**src/rtl/tx_nrzi_stuffer_if.sv**
```systemverilog
// USB TX serializer handshake bundle.
// Master is the packet controller, slave is the NRZI/stuffer stage.
interface tx_nrzi_stuffer_if;
  logic tx_active;
  logic serial_in;
  logic send_eop;
  logic shift_enable;
  logic busy;
  logic eop_done;

  modport master (
    output tx_active,
    output serial_in,
    output send_eop,
    input  shift_enable,
    input  busy,
    input  eop_done
  );

  modport slave (
    input  tx_active,
    input  serial_in,
    input  send_eop,
    output shift_enable,
    output busy,
    output eop_done
  );
endinterface

```
**src/rtl/tx_nrzi_stuffer.sv**
```systemverilog
// USB TX back end: bit timing, bit stuffing, NRZI encoding,
// EOP generation and D+/D- drive.
module tx_nrzi_stuffer #(
  parameter int CLKS_PER_BIT = 8,
  parameter int STUFF_LEN    = 6
) (
  input  logic               clk,
  input  logic               rst,
  tx_nrzi_stuffer_if.slave   bus,
  output logic               d_plus,
  output logic               d_minus
);

  localparam int TW = $clog2(CLKS_PER_BIT);
  localparam int CW = $clog2(STUFF_LEN + 1);

  localparam logic [TW-1:0] T_LAST = TW'(CLKS_PER_BIT - 1);
  localparam logic [CW-1:0] O_MAX  = CW'(STUFF_LEN);

  localparam logic [2:0] IDLE  = 3'd0;
  localparam logic [2:0] DATA  = 3'd1;
  localparam logic [2:0] EOP1  = 3'd2;
  localparam logic [2:0] EOP2  = 3'd3;
  localparam logic [2:0] EOP_J = 3'd4;

  logic [2:0]    state;
  logic [TW-1:0] timer;
  logic [CW-1:0] ones_cnt;
  logic          eop_done_q;

  logic is_idle;
  logic strobe;
  logic slot;
  logic do_stuff;
  logic do_eop;
  logic do_bit;

  assign is_idle = (state == IDLE);
  assign strobe  = is_idle ? bus.tx_active
                           : (timer == T_LAST);

  // IDLE and DATA strobes both resolve a data slot
  assign slot     = strobe & (is_idle | (state == DATA));
  assign do_stuff = slot & (ones_cnt == O_MAX);
  assign do_eop   = slot & ~do_stuff
                  & (state == DATA) & bus.send_eop;
  assign do_bit   = slot & ~do_stuff & ~do_eop;

  assign bus.shift_enable = do_bit;
  assign bus.busy         = ~is_idle;
  assign bus.eop_done     = eop_done_q;

  always_ff @(posedge clk) begin
    if (rst) begin
      state      <= IDLE;
      timer      <= '0;
      ones_cnt   <= '0;
      d_plus     <= 1'b1;
      d_minus    <= 1'b0;
      eop_done_q <= 1'b0;
    end else begin
      eop_done_q <= 1'b0;

      if (is_idle || timer == T_LAST)
        timer <= '0;
      else
        timer <= timer + TW'(1);

      unique case (1'b1)
        do_stuff: begin
          d_plus   <= d_minus;
          d_minus  <= d_plus;
          ones_cnt <= '0;
          state    <= DATA;
        end
        do_eop: begin
          d_plus   <= 1'b0;
          d_minus  <= 1'b0;
          ones_cnt <= '0;
          state    <= EOP1;
        end
        do_bit: begin
          state <= DATA;
          if (bus.serial_in) begin
            ones_cnt <= ones_cnt + CW'(1);
          end else begin
            d_plus   <= d_minus;
            d_minus  <= d_plus;
            ones_cnt <= '0;
          end
        end
        strobe && state == EOP1: begin
          d_plus  <= 1'b0;
          d_minus <= 1'b0;
          state   <= EOP2;
        end
        strobe && state == EOP2: begin
          d_plus  <= 1'b1;
          d_minus <= 1'b0;
          state   <= EOP_J;
        end
        strobe && state == EOP_J: begin
          d_plus     <= 1'b1;
          d_minus    <= 1'b0;
          eop_done_q <= 1'b1;
          state      <= IDLE;
        end
        default: ;
      endcase
    end
  end

endmodule

```
**src/flat_wrapper.sv**
```systemverilog
// flat-port wrapper written by rule: the top's interface ports become plain ports
module tx_nrzi_stuffer_flat 
#(
  parameter int CLKS_PER_BIT = 8,
  parameter int STUFF_LEN    = 6
)
  (clk, rst, d_plus, d_minus, bus_tx_active, bus_serial_in, bus_send_eop, bus_shift_enable, bus_busy, bus_eop_done);
  tx_nrzi_stuffer_if bus_i ();
  input  logic clk;
  input  logic rst;
  output logic d_plus;
  output logic d_minus;
  input wire logic [$bits(bus_i.tx_active)-1:0] bus_tx_active;
  input wire logic [$bits(bus_i.serial_in)-1:0] bus_serial_in;
  input wire logic [$bits(bus_i.send_eop)-1:0] bus_send_eop;
  output wire logic [$bits(bus_i.shift_enable)-1:0] bus_shift_enable;
  output wire logic [$bits(bus_i.busy)-1:0] bus_busy;
  output wire logic [$bits(bus_i.eop_done)-1:0] bus_eop_done;
  assign bus_i.tx_active = bus_tx_active;
  assign bus_i.serial_in = bus_serial_in;
  assign bus_i.send_eop = bus_send_eop;
  assign bus_shift_enable = bus_i.shift_enable;
  assign bus_busy = bus_i.busy;
  assign bus_eop_done = bus_i.eop_done;
  tx_nrzi_stuffer #(.CLKS_PER_BIT(CLKS_PER_BIT), .STUFF_LEN(STUFF_LEN)) u_core (.clk(clk), .rst(rst), .bus(bus_i), .d_plus(d_plus), .d_minus(d_minus));
endmodule
```
**config.mk**
```make
export PLATFORM = sky130hd
export DESIGN_NAME = tx_nrzi_stuffer_flat
export DESIGN_NICKNAME = d
export VERILOG_FILES = /design/src/rtl/tx_nrzi_stuffer_if.sv /design/src/rtl/tx_nrzi_stuffer.sv /design/src/flat_wrapper.sv
export SDC_FILE = /design/constraint.sdc
export NUM_CORES = 1
export LEC_CHECK = 0
export BUFFER_PORTS_ARGS = -buffer_cell sky130_fd_sc_hd__buf_2
export CAP_MARGIN = 20
export CORE_AREA = 2 2 39 41
export DETAILED_ROUTE_END_ITERATION = 12
export DIE_AREA = 0 0 41 43
export PLACE_DENSITY = 0.84
export SYNTH_ARGS = -nofsm -noshare
export SYNTH_HDL_FRONTEND = slang
export SYNTH_SLANG_ARGS = --single-unit
```
**constraint.sdc**
```tcl
create_clock -name clk -period 3.2 [get_ports clk]
set_clock_uncertainty 0.15 [all_clocks]
set_input_delay 0.48 -clock clk [delete_from_list [all_inputs] [get_ports clk]]
set_output_delay 0.48 -clock clk [all_outputs]
set_load 0.02 [all_outputs]
```
-- Yosys cells after proc, flatten, opt, wreduce, memory -nomap -nowiden
Cells that the tools add are included.
- logic and storage cells: 51
- bits of input ports: 5
- output and inout bits: 5
- bits in registers: 12
- $add $sub $neg: 2
- bitwise logic cells: 10
- reduce and logical (&&, ||, !) cells: 17
- eq/ne operators: 7
- multiplexer cells: 9
- operators by type and width (operator ; number):
    one-hot mux 3 bit (5 select lines) ; 1
    OR reduction 2 bit ; 5
    equality test 3 bit, second input constant ; 3
    adder 3 x 1 -> 3 bit, second input constant ; 2
    AND 1 bit ; 6
    equality test 3 x 2 -> 1 bit, second input constant ; 2
    one-hot mux 3 bit (2 select lines) ; 1
    nonzero test 5 bit ; 1
    2-to-1 mux 1 bit ; 4
    one-hot mux 1 bit (4 select lines) ; 1
    AND reduction 2 bit ; 2
    nonzero test 4 bit ; 1
    OR reduction 4 bit ; 1
    equality test 3 x 1 -> 1 bit, second input constant ; 1
    logical AND 1 bit ; 3
    logical NOT 3 bit ; 1
    2-to-1 mux 3 bit ; 1
    inverter 1 bit ; 3
    one-hot mux 1 bit (3 select lines) ; 1
    nonzero test 3 bit ; 1
    != test 2 bit, second input constant ; 1
    nonzero test 2 bit ; 1
    logical OR 1 bit ; 1
    OR 1 bit ; 1

-- Logic depth before layout (Yosys ltp)
Gate-level depths: netlist of run 1.
- word-level depth: 12
- mapped depth: 6
- depth with buffers taken out: 6

-- Worst setup path after synthesis of run 1
OpenSTA, ideal clock, no wires.
- kind: register to output
- from: register u_core.timer[0]
- to: output port bus_shift_enable
- data required time: 2.570 ns
- slack: 1.304 ns
- data arrival time: 1.266 ns
- path buffers: 0
- stages on the path, launching flop included: 5
- cell sequence: dfxtp_1 -> ha_1 -> ha_1 -> mux2i_4 -> and4bb_2
- word-level cells in the longest chain between the ends: 10
- RTL lines (item ; line ; RTL):
    start, declared ; tx_nrzi_stuffer.sv:27 ; logic [TW-1:0] timer;
    start signal, assigned ; tx_nrzi_stuffer.sv:67 ; timer <= timer + TW'(1);
    equality test 3 bit (*) ; tx_nrzi_stuffer.sv:40 ; : (timer == T_LAST);
    2-to-1 mux 1 bit (*) ; tx_nrzi_stuffer.sv:39 ; assign strobe = is_idle ? bus.tx_active
    AND 1 bit (*) ; tx_nrzi_stuffer.sv:43 ; assign slot = strobe & (is_idle | (state == DATA));
    AND 1 bit ; tx_nrzi_stuffer.sv:44 ; assign do_stuff = slot & (ones_cnt == O_MAX);
    inverter 1 bit ; tx_nrzi_stuffer.sv:45, tx_nrzi_stuffer.sv:47 ;
    AND 1 bit (*) ; tx_nrzi_stuffer.sv:45, tx_nrzi_stuffer.sv:47 ;
    AND 1 bit (2 in series) ; tx_nrzi_stuffer.sv:46 ; & (state == DATA) & bus.send_eop;
    inverter 1 bit ; tx_nrzi_stuffer.sv:47 ; assign do_bit = slot & ~do_stuff & ~do_eop;
    AND 1 bit (*) ; tx_nrzi_stuffer.sv:47 ;
    end, declared ; flat_wrapper.sv:16 ; output wire logic [$bits(bus_i.shift_enable)-1:0] bus_shift_enable;
Every way passes the cells marked *; elsewhere a longest branch is shown, timed or not.

-- Worst setup path after layout of run 1
Ends and elaborated chain as after synthesis.

==> results of run 1 <==
==> cells in the final DEF, fill, tap and decap left out, types with 2 or more instances in the layout <==
cell,count
or2_2,2
and2_1,2
clkbuf_4,3
xnor2_1,2
buf_2,9
o31a_1,2
inv_1,4
ha_1,4
nand2b_1,2
o21ai_0,3
nor2_1,8
nor2b_1,2
nand2_1,6
a21oi_1,3
nand4bb_1,2
dfxtp_1,12
==> cell usage after synthesis (all sizes together) <==
cell type | count | area, um2
a211o | 1 | 8.76
a311oi | 1 | 26.3
a21oi | 3 | 15.0
ha | 4 | 50.1
dfxtp | 12 | 240
nor4b | 1 | 8.76
a211oi | 1 | 7.51
or2 | 3 | 21.3
and4bb | 1 | 12.5
buf | 3 | 27.5
inv | 4 | 15.0
nor3b | 1 | 7.51
o22ai | 1 | 6.26
a31oi | 1 | 6.26
xnor2 | 2 | 17.5
nand2 | 6 | 22.5
nor3 | 1 | 5.00
and2 | 2 | 12.5
nand4 | 1 | 6.26
o31a | 2 | 17.5
nand2b | 2 | 12.5
nor2b | 2 | 12.5
nor2 | 8 | 30.0
nand4b | 1 | 8.76
nand4bb | 2 | 22.5
nor4 | 1 | 6.26
o21a | 1 | 7.51
o21ai | 4 | 20.0
mux2i | 1 | 22.5
or4b | 1 | 10.0
==> layer usage <==
metal,up-vias,GRT usage
met5,-,0
met4,0,0.120
met3,2,0.0314
met2,10,0.253
met1,238,0.241
li1,287,-
==> worst max-delay path by stage <==
stage | start | to | slack (ns)
3_5_place_dp | u_core.timer[0] | bus_shift_enable | 1.13
2_1_floorplan | u_core.timer[0] | bus_shift_enable | 1.30
3_3_place_gp | u_core.timer[0] | bus_shift_enable | 1.18
5_1_grt | u_core.timer[0] | bus_shift_enable | 0.76
4_1_cts | u_core.timer[0] | bus_shift_enable | 0.83
6_report | u_core.timer[0] | bus_shift_enable | 0.85
==> worst max-delay path: stages (launching register included) <==
cell,delay [ns]
dfxtp_1,0.31
ha_1,0.19
ha_1,0.29
mux2i_4,0.24
and4bb_2,0.26
buf_2,0.15
==> per-stage QoR <==
step	power, W	hold WS, ns	util	setup slack (ns)
after global placement	0.000222	0.267	0.524	1.18
after detailed placement	0.000225	0.280	0.524	1.13
after floorplan	0.000212	0.257	-	1.30
final	0.000313	0.282	0.540	0.846
after global routing	0.000327	0.316	0.540	0.761
after CTS	0.000316	0.290	0.540	0.833
==> sequential cells by signal, indices dropped and copies added (netlist names) <==
| signal | cells |
|---|---|
| u_core.bus.eop_done | 1 |
| u_core.d_minus | 1 |
| u_core.d_plus | 1 |
| u_core.ones_cnt | 3 |
| u_core.state | 3 |
| u_core.timer | 3 |
==> final cells by class <==
cell class | count | area [um2] | area share
multi-input cells | 55 | 404 | 0.541
flip-flops and latches | 12 | 240 | 0.322
repair buffers | 9 | 45.0 | 0.0603
clock buffers | 3 | 22.5 | 0.0302
well taps | 16 | 20.0 | 0.0268
inverters | 4 | 15.0 | 0.0201
==> power by group <==
group | switching (W) | total [W] | internal (W)
sequential | 0.00000985 | 0.000168 | 0.000158
combinational | 0.0000285 | 0.0000533 | 0.0000248
clock | 0.0000489 | 0.0000926 | 0.0000437
total | 0.0000873 | 0.000313 | 0.000226
==> kinds of logic after synthesis <==
family                     count (synthesis)  synth area share
DFF                                       12             0.350
and+or+nand+nor                           33             0.290
adders and majority gates                  4            0.0729
buffers and inverters                      7            0.0619
muxes                                      1            0.0328
xor gates and xnor gates                   2            0.0255
AOI/OAI and AO/OA                         15             0.168
==> metrics.yaml, run 1 <==
synthesis:
  yosys_warnings: 0
  ys_seq_elements: 12
  syn_area_um2: 687
  synthCells: 74
  syn_nets: 83
  avgSynthCellArea_um2: 9.28
  synth_cell_types: 33
  ys_seq_area_frac: 0.350
worst_setup_path:
  arrival_ns: 1.72
  endpoint_kind: "output port"
  start_kind: "flop"
  required_ns: 2.57
  timing.rr.end: "u_core.d_plus"
  reg2reg_slack_ns: 1.18
  critical_path_class: "reg2out"
  r2r_start: "u_core.timer[0]"
  worst-path-max-fanout: 8
  r2r_cells: 6
timing:
  hold_viol: 0
  fin_tns_setup_ns: 0
  max_freq_mhz: 425
  fin_crit_ns: 2.35
  slew_viol_final: 0
  max-slew-margin-rel: 0.729
  min_period_over_period: 0.736
  finalSetupViolCount: 0
  tightest_slew_ns: 0.406
  rsz0062_at_grt: "false"
final_layout:
  area_growth_pct: 8.74
  insertedDiodeCount: 0
  final_nets: 94
  layout-drive-gt1-share: 0.217
  fill_cells: 123
  fin_cells: 99
  final_cell_area_um2: 747
drt:
  drcViolationCount: 0
  dr.pass1.iters: 2
  dr.max_layer_used: "met4"
  routed_wl_um: 1190
  ant_nets: 0
  drt_iter0_markers: 5
  vias: 537
  drt-met1-wl_um: 564
  post_drt_wl_per_cell_um: 12.0
  dr_wl_met2_um: 548
  dr_wl_met3_um: 50
  vias_per_cell: 5.42
power_and_ir_drop:
  p_per_area_nw_per_um2: 420
  p_leak_nw: 0.301
  vdd_drop_max_uv: 273
die:
  dieArea_um2: 1760
  core.rowCount: 14
  dieWidth_um: 41
  fp.dieH_um: 43
  ios: 10
  core_area_um2: 1380
  initial_utilization: 0.496
clocking:
  clock_sinks: 12
  cts_buffer_depth: 2
  cts-resized-gates: 0
  clockRootBuffer: "clkbuf_4"
  clk_pin_slew_ns: 0.07
  worstSkewPairLatency_ns: 0.28
  holdBufCountCts: 0
  h-tree-depth: 1
  postCtsSetupRepairBufs: 0
  cts_tree: "yes"
  cts_buffers: 3
global_routing:
  first_global_vias: 525
  grt_pass1_wl_um: 2140
  antenna_found_initial: 0
  grt_max_degree: 13
  overflow: 0
  track_usage: 0.180
flow_run:
  drv_cap: 0
placement:
  gp_congestion: 0.745
  hpwl_um: 916
  post_dp_cell_area_um2: 724
  portBuffers: 9
  dpl.cell_count: 96
min_path:
  whs_path_depth: 1
  holdPathEnd: "u_core.timer[0]"
  min_from: "u_core.timer[0]"
  hold_path.class: "reg2reg"
outcome:
  status: "completed"
Note: power is estimated with default switching activity, not from simulation.
==> run 2: changes to the inputs <==
--- a/config.mk
+++ b/config.mk
@@ -7,10 +7,10 @@
 export LEC_CHECK = 0
 export BUFFER_PORTS_ARGS = -buffer_cell sky130_fd_sc_hd__buf_2
 export CAP_MARGIN = 20
-export CORE_AREA = 2 2 39 41
+export CORE_MARGIN = 2
+export CORE_UTILIZATION = 48
 export DETAILED_ROUTE_END_ITERATION = 12
-export DIE_AREA = 0 0 41 43
-export PLACE_DENSITY = 0.84
+export PLACE_DENSITY = 0.83
 export SYNTH_ARGS = -nofsm -noshare
 export SYNTH_HDL_FRONTEND = slang
 export SYNTH_SLANG_ARGS = --single-unit
==> constraint.sdc (replaced) <==
create_clock -name clk -period 1.9 [get_ports clk]
set_clock_uncertainty 0.15 [all_clocks]
set_input_delay 0.285 -clock clk [delete_from_list [all_inputs] [get_ports clk]]
set_output_delay 0.285 -clock clk [all_outputs]
set_load 0.02 [all_outputs]
==> metrics.yaml, run 2 (same netlist as run 1, synthesis figures left out) <==
outcome:
  status: "completed"
drt:
  post_drt_wl_per_cell_um: 13.9  # +16%
  drcViolationCount: 0  # unchanged
  ant_nets: 0  # unchanged
  vias_per_cell: 5.72  # +5.5%
  drt_iter0_markers: 19  # +14
  dr.pass1.iters: 4  # +2
  routed_wl_um: 1450  # +21%
  vias: 595  # +11%
clocking:
  holdBufCountCts: 0  # unchanged
  clockRootBuffer: "clkbuf_4"
  cts_buffer_depth: 2  # unchanged
  worstSkewPairLatency_ns: 0.28  # about the same
  cts_tree: "yes"
  clk_pin_slew_ns: 0.09  # +0.02 ns
  h-tree-depth: 1  # unchanged
  clock_sinks: 12  # unchanged
  cts_buffers: 3  # unchanged
worst_setup_path:
  slowest_stage: "dfxtp_2"
  endpoint_kind: "output port"
  start_kind: "flop"
  timing.rr.end: "u_core.d_plus"
  worst-path-buf-inv: 1  # unchanged
  r2r_cells: 8  # +2
  critical_path_class: "reg2out"
  reg2reg_slack_ns: 0.03  # -1.15 ns
  worst-path-max-fanout: 4  # -4
  slowest_delay_ns: 0.34  # +0.03 ns
  r2r_start: "u_core.timer[0]"
  cp_common_cell: "ha_4"
  arrival_ns: 1.46  # -0.26 ns
  crit_family: "flip-flops"
  path_cells: "ha_4 -> ha_4 -> mux2i_4 -> and4bb_2 -> buf_6"
  required_ns: 1.46  # -1.11 ns
min_path:
  hold_path.class: "in2reg"
  min_from: "rst"
  holdPathEnd: "u_core.state[1]"
  whs_path_depth: 2  # +1
global_routing:
  first_global_vias: 601  # +14%
  track_usage: 0.194  # +0.0133
  overflow: 0  # unchanged
  grt_max_degree: 13  # unchanged
  antenna_found_initial: 0  # unchanged
  grt_pass1_wl_um: 2590  # +21%
flow_run:
  drv_cap: 0  # unchanged
timing:
  rsz0062_at_grt: "true"
  min_period_over_period: 0.999
  max_freq_mhz: 527
  tightest_slew_ns: 0.318  # -0.0880 ns
  fin_crit_ns: 1.90
  hold_viol: 0  # unchanged
  finalSetupViolCount: 0  # unchanged
  slew_viol_final: 0  # unchanged
  holdWs_ns: 0.168  # -0.115 ns
  fin_tns_setup_ns: 0  # unchanged
  max-slew-margin-rel: 0.787  # +0.0580
final_layout:
  final_nets: 100  # +6.4%
  fin_cells: 104  # +5.1%
  insertedDiodeCount: 0  # unchanged
  final_common_cell: "dfxtp_1"
  layout-drive-gt1-share: 0.348  # +0.131
  area_growth_pct: 20.9
  final_cell_mix: "9 x dfxtp_1, 8 x buf_2, 7 x nor2_1"
  reg.largest.list: "u_core.ones_cnt (3), u_core.state (3), u_core.timer (3)"
power_and_ir_drop:
  p_leak_nw: 0.329  # +9.5%
  vdd_drop_max_uv: 396  # +45%
  p_per_area_nw_per_um2: 666  # +59%
placement:
  portBuffers: 9  # unchanged
  hpwl_um: 995  # +8.6%
  dpl.cell_count: 99  # +3.1%
  gp_congestion: 0.828  # +11%
die:
  initial_utilization: 0.521  # +0.0250
  dieWidth_um: 41.8  # +2.0%
  core.rowCount: 13  # -1
  dieArea_um2: 1750  # -0.75%
  core_area_um2: 1320  # -4.8%
  fp.dieH_um: 41.8  # -2.7%
  ios: 10  # unchanged
run 2: cell count changes in the layout (fill, tap and decap cells not counted), sizes merged:
cell,previous run,this run
buf,9,15
run 2: power by group:
| part | total [W] | switching [W] | internal (W) |
|---|---|---|---|
| logic | 0.000104 | 0.0000533 | 0.0000509 |
| registers | 0.000284 | 0.0000170 | 0.000267 |
| clock network | 0.000166 | 0.0000923 | 0.0000733 |
| total | 0.000554 | 0.000163 | 0.000391 |
run 2: worst max path at each step:
stage                                  start               end  slack [ns]  cells past startpoint
after global routing         u_core.timer[0]  bus_shift_enable       -0.04                      5
after detailed placement     u_core.timer[0]     u_core.d_plus       -0.05                      6
final                        u_core.timer[0]  bus_shift_enable       0.001                      5
after CTS                 u_core.ones_cnt[0]  bus_shift_enable       0.009                      5
after global placement       u_core.timer[0]     u_core.d_plus        0.04                      6
after floorplan              u_core.timer[0]     u_core.d_plus        0.03                      6
run 2: layout make-up:
cell class                      count  area [um2]
Tap cell                           15        18.8
Multi-Input combinational cell     55         434
Timing Repair Buffer               15        96.3
Inverter                            4        15.0
Sequential cell                    12         244
Fill cell                         108         487
Clock buffer                        3        22.5
run 2: worst reg2reg max path, cell delays in order (launching register included):
cell	delay (ns)
dfxtp_2	0.34
ha_4	0.16
ha_4	0.17
buf_4	0.13
buf_4	0.14
nand2b_1	0.12
o21ai_0	0.11
a211o_1	0.23
o31a_1	0.23
run 2: repair_timing:
item	4_1_cts	5_1_grt
pin swaps	3	0
gates cloned	0	0
setup endpoints to repair	2	3
hold endpoints to repair	0	0
setup buffers	2	0
resized for setup	9	2
run 2: metrics by stage:
stage	power, W	area (um2)	setup WS (ns)	utilization
final	0.000554	831	0.00144	0.631
after global routing	0.000580	831	-0.0440	0.631
after CTS	0.000546	826	0.00894	0.627
after detailed placement	0.000381	753	-0.0488	0.572
after global placement	0.000377	753	0.0413	0.572
after floorplan	0.000357	687	0.0264	-
run 2: metal layers:
layer	GRT usage	wire [um]	vias to the layer above
li1	-	-	297
met1	0.237	669	270
met2	0.303	656	22
met3	0.0391	74	6
met4	0.129	44	0
met5	0	0	-
==> run 3: changes to the inputs <==
--- a/config.mk
+++ b/config.mk
@@ -5,12 +5,14 @@
 export SDC_FILE = /design/constraint.sdc
 export NUM_CORES = 1
 export LEC_CHECK = 0
+export ABC_AREA = 1
 export BUFFER_PORTS_ARGS = -buffer_cell sky130_fd_sc_hd__buf_2
 export CAP_MARGIN = 20
 export CORE_MARGIN = 2
 export CORE_UTILIZATION = 48
 export DETAILED_ROUTE_END_ITERATION = 12
 export PLACE_DENSITY = 0.83
+export SETUP_SLACK_MARGIN = 0.1
 export SYNTH_ARGS = -nofsm -noshare
 export SYNTH_HDL_FRONTEND = slang
 export SYNTH_SLANG_ARGS = --single-unit
==> constraint.sdc (replaced) <==
create_clock -name clk -period 1.9 [get_ports clk]
set_clock_uncertainty 0.15 [all_clocks]
set_input_delay 0.19 -clock clk [delete_from_list [all_inputs] [get_ports clk]]
set_output_delay 0.19 -clock clk [all_outputs]
set_load 0.02 [all_outputs]
==> metrics.yaml, run 3 <==
outcome:
  status: "completed"
global_routing:
  first_global_vias: 572  # -4.8%
  antenna_found_initial: 0  # unchanged
  grt_max_degree: 7  # -6
  overflow: 0  # unchanged
  track_usage: 0.165  # -0.0290
  grt_pass1_wl_um: 2270  # -12%
placement:
  portBuffers: 9  # unchanged
  pre_cts_slack_ns: 0.116  # +0.165 ns
  post_dp_cell_area_um2: 742  # -1.5%
  hpwl_um: 923  # -7.2%
  gp_congestion: 0.829  # about the same
clocking:
  clock_sinks: 12  # unchanged
  worstSkewPairLatency_ns: 0.27  # about the same
  cts_buffer_depth: 2  # unchanged
  cts_tree: "yes"
  clk_pin_slew_ns: 0.07  # -0.02 ns
  h-tree-depth: 1  # unchanged
  cts_buffers: 3  # unchanged
  clockRootBuffer: "clkbuf_4"
synthesis:
  syn_nets: 100  # +20%
  synth_top_area_frac: 0.354  # +0.00452
  syn_area_um2: 678  # -1.3%
  yosysMostFrequentCell: "nand2_1"
  yosys_warnings: 0  # unchanged
  avgSynthCellArea_um2: 7.45  # -20%
  synth_cell_types: 19  # -42%
  ys_seq_elements: 12  # unchanged
  synth_edf_count: 0  # unchanged
  ys_seq_area_frac: 0.354  # +0.00452
  synthCells: 91  # +23%
  netlist_top_cells_area: "dfxtp_1 35%, nand2_1 12%, inv_1 7.7%"
  netlist_top_cells_count: "21 x nand2_1, 14 x inv_1, 12 x dfxtp_1"
  synth_top_area_cell: "dfxtp_1"
  async_flop_share: 0  # unchanged
  ys.flop_type: "dfxtp_1"
timing:
  slew_viol_final: 0  # unchanged
  min_period_over_period: 0.921  # -0.0786
  hold_viol: 0  # unchanged
  tightest_slew_ns: 0.190  # -0.127 ns
  fin_ws_ns: 0.151  # +0.149 ns
  max-slew-margin-rel: 0.873  # +0.0859
  fin_crit_ns: 1.75  # -0.149 ns
  fin_tns_setup_ns: 0  # unchanged
  rsz0062_at_grt: "true"
  finalSetupViolCount: 0  # unchanged
  max_freq_mhz: 572  # +8.5%
final_layout:
  final_cell_mix: "19 x nand2_1, 11 x inv_1, 11 x nor2_1"
  final_nets: 120  # +20%
  utilization: 0.663  # +0.0323
  insertedDiodeCount: 0  # unchanged
  fill_cells: 112  # +3.7%
  layout-drive-gt1-share: 0.394  # +0.0462
  multi_input_area_um2: 429  # -1.2%
  final_common_cell: "nand2_1"
  area_growth_pct: 28.8
  ff_latch_area_um2: 245  # +0.51%
  final_cell_area_um2: 873  # +5.1%
  reg.largest.list: "u_core.ones_cnt (3), u_core.state (3), u_core.timer (3)"
worst_setup_path:
  r2r_cells: 11  # +3
  critPathLaunch: "u_core.timer[0]"
  start_kind: "flop"
  slowest_stage: "dfxtp_2"
  timing.rr.end: "u_core.d_minus"
  r2r_start: "u_core.timer[0]"
  cp_common_cell: "nand2_4"
  worst-path-max-fanout: 4  # unchanged
  slowest_delay_ns: 0.35  # about the same
  endpoint_kind: "output port"
  arrival_ns: 1.41  # -0.05 ns
  path_cells: "ha_4 -> ha_4 -> nand2_4 -> nand2_4 -> nand2_4 -> nor2_4 -> nand2_1 -> inv_1 -> buf_6"
  critical_path_class: "reg2out"
  reg2reg_slack_ns: 0.15  # +0.12 ns
  required_ns: 1.56  # +0.10 ns
flow_run:
  drv_cap: 0  # unchanged
power_and_ir_drop:
  vdd_drop_max_uv: 405  # +2.2%
  p_switching_w: 0.000258  # +59%
  p_per_area_nw_per_um2: 809  # +21%
  switching_share: 0.366  # +0.0718
  total_power_w: 0.000707  # +28%
  p_clk_frac: 0.222  # -0.077
  pwr-share-comb: 0.357  # +0.169
  p_leak_nw: 0.436  # +32%
  p_seq_frac: 0.422  # -0.091
  internal_power_w: 0.000448  # +15%
die:
  initial_utilization: 0.515  # -0.00665
  dieArea_um2: 1730  # -1.2%
  core_area_um2: 1320  # unchanged
  core.rowCount: 13  # unchanged
  ios: 10  # unchanged
  fp.dieH_um: 41.6  # -0.59%
  dieWidth_um: 41.6  # -0.59%
drt:
  drt_iter0_markers: 9  # -10
  post_drt_wl_per_cell_um: 11.4  # -18%
  vias_per_cell: 5.21  # -8.9%
  dr.pass1.iters: 4  # unchanged
  ant_nets: 0  # unchanged
  drcViolationCount: 0  # unchanged
  routed_wl_um: 1410  # -2.2%
  vias: 646  # +8.6%
min_path:
  holdPathEnd: "u_core.d_plus"
  hold_path.class: "in2reg"
  whs_path_depth: 5  # +3
  min_from: "bus_serial_in"
[run 3: cell types whose count changed in the layout (fill, tap and decap cells not counted), moves of 3 or more]
cell     delta
nor2_4      +4
nand2_2     +3
nand2_4     +3
inv_2       +3
nand2_1    +14
nor2_1      +4
inv_1       +7
nand3_1     +5
[run 3: metal layers]
layer,share of wire,global-route usage,vias to the layer above,routed length [um]
met3,0.040,0.0304,5,57
met1,0.48,0.208,301,683
met5,0,0,-,0
met2,0.45,0.269,14,635
li1,-,-,326,-
met4,0.025,0.0774,0,36
[run 3: cells by family after synthesis]
kind of cell	synth area share
AOI/OAI and AO/OA	0.0664
xor gates and xnor gates	0.0129
adders and majority gates	0.0738
buffers and inverters	0.0867
DFF	0.354
and+or+nand+nor	0.406
[run 3: how the worst max path moves through the flow]
stage,slack [ns],depth (start not counted),endpoint
4_1_cts,0.10,9,bus_shift_enable
3_3_place_gp,0.16,11,u_core.d_plus
3_5_place_dp,0.12,11,u_core.d_minus
2_1_floorplan,0.25,11,u_core.d_plus
5_1_grt,0.06,11,u_core.d_plus
6_report,0.15,9,bus_shift_enable
[run 3: power by group through the flow]
| stage | logic (W) | registers (W) | clock network [W] |
|---|---|---|---|
| 4_1_cts | 0.000241 | 0.000295 | 0.000159 |
| 3_3_place_gp | 0.000211 | 0.000299 | 0 |
| 3_5_place_dp | 0.000215 | 0.000300 | 0 |
| 6_report | 0.000252 | 0.000298 | 0.000157 |
| 2_1_floorplan | 0.000157 | 0.000309 | 0 |
| 5_1_grt | 0.000279 | 0.000301 | 0.000166 |
[run 3: cell type report]
type                       count  share of cell area
multi-input combinational     64               0.491
sequential                    12               0.281
timing repair buffer          15               0.113
inverter                      15              0.0673
clock buffer                   3              0.0258
tap                           15              0.0215
[run 3: through the flow]
| step | instances | hold slack (ns) |
|---|---|---|
| global route | 124 | 0.216 |
| floorplan | 91 | 0.109 |
| global placement | 115 | 0.240 |
| CTS | 122 | 0.172 |
| finish | 124 | 0.169 |
| detailed placement | 115 | 0.241 |
[run 3: worst max-delay path: cells and delay by family, from the launching register on]
family | cells | cell delay, ns
flip-flops | 1 | 0.35
buffers and inverters | 2 | 0.18
AND/OR/NAND/NOR | 5 | 0.32
adder cells (fa/ha/maj) | 2 | 0.28
[run 3: timing repair]
item                                   in CTS  in global routing
setup buffers                               3                  2
setup endpoints to repair                   3                  6
pin swaps                                   3                  7
resized for setup                           8                 11
hold buffers                                1                  0
endpoints found under the hold margin       3                  0
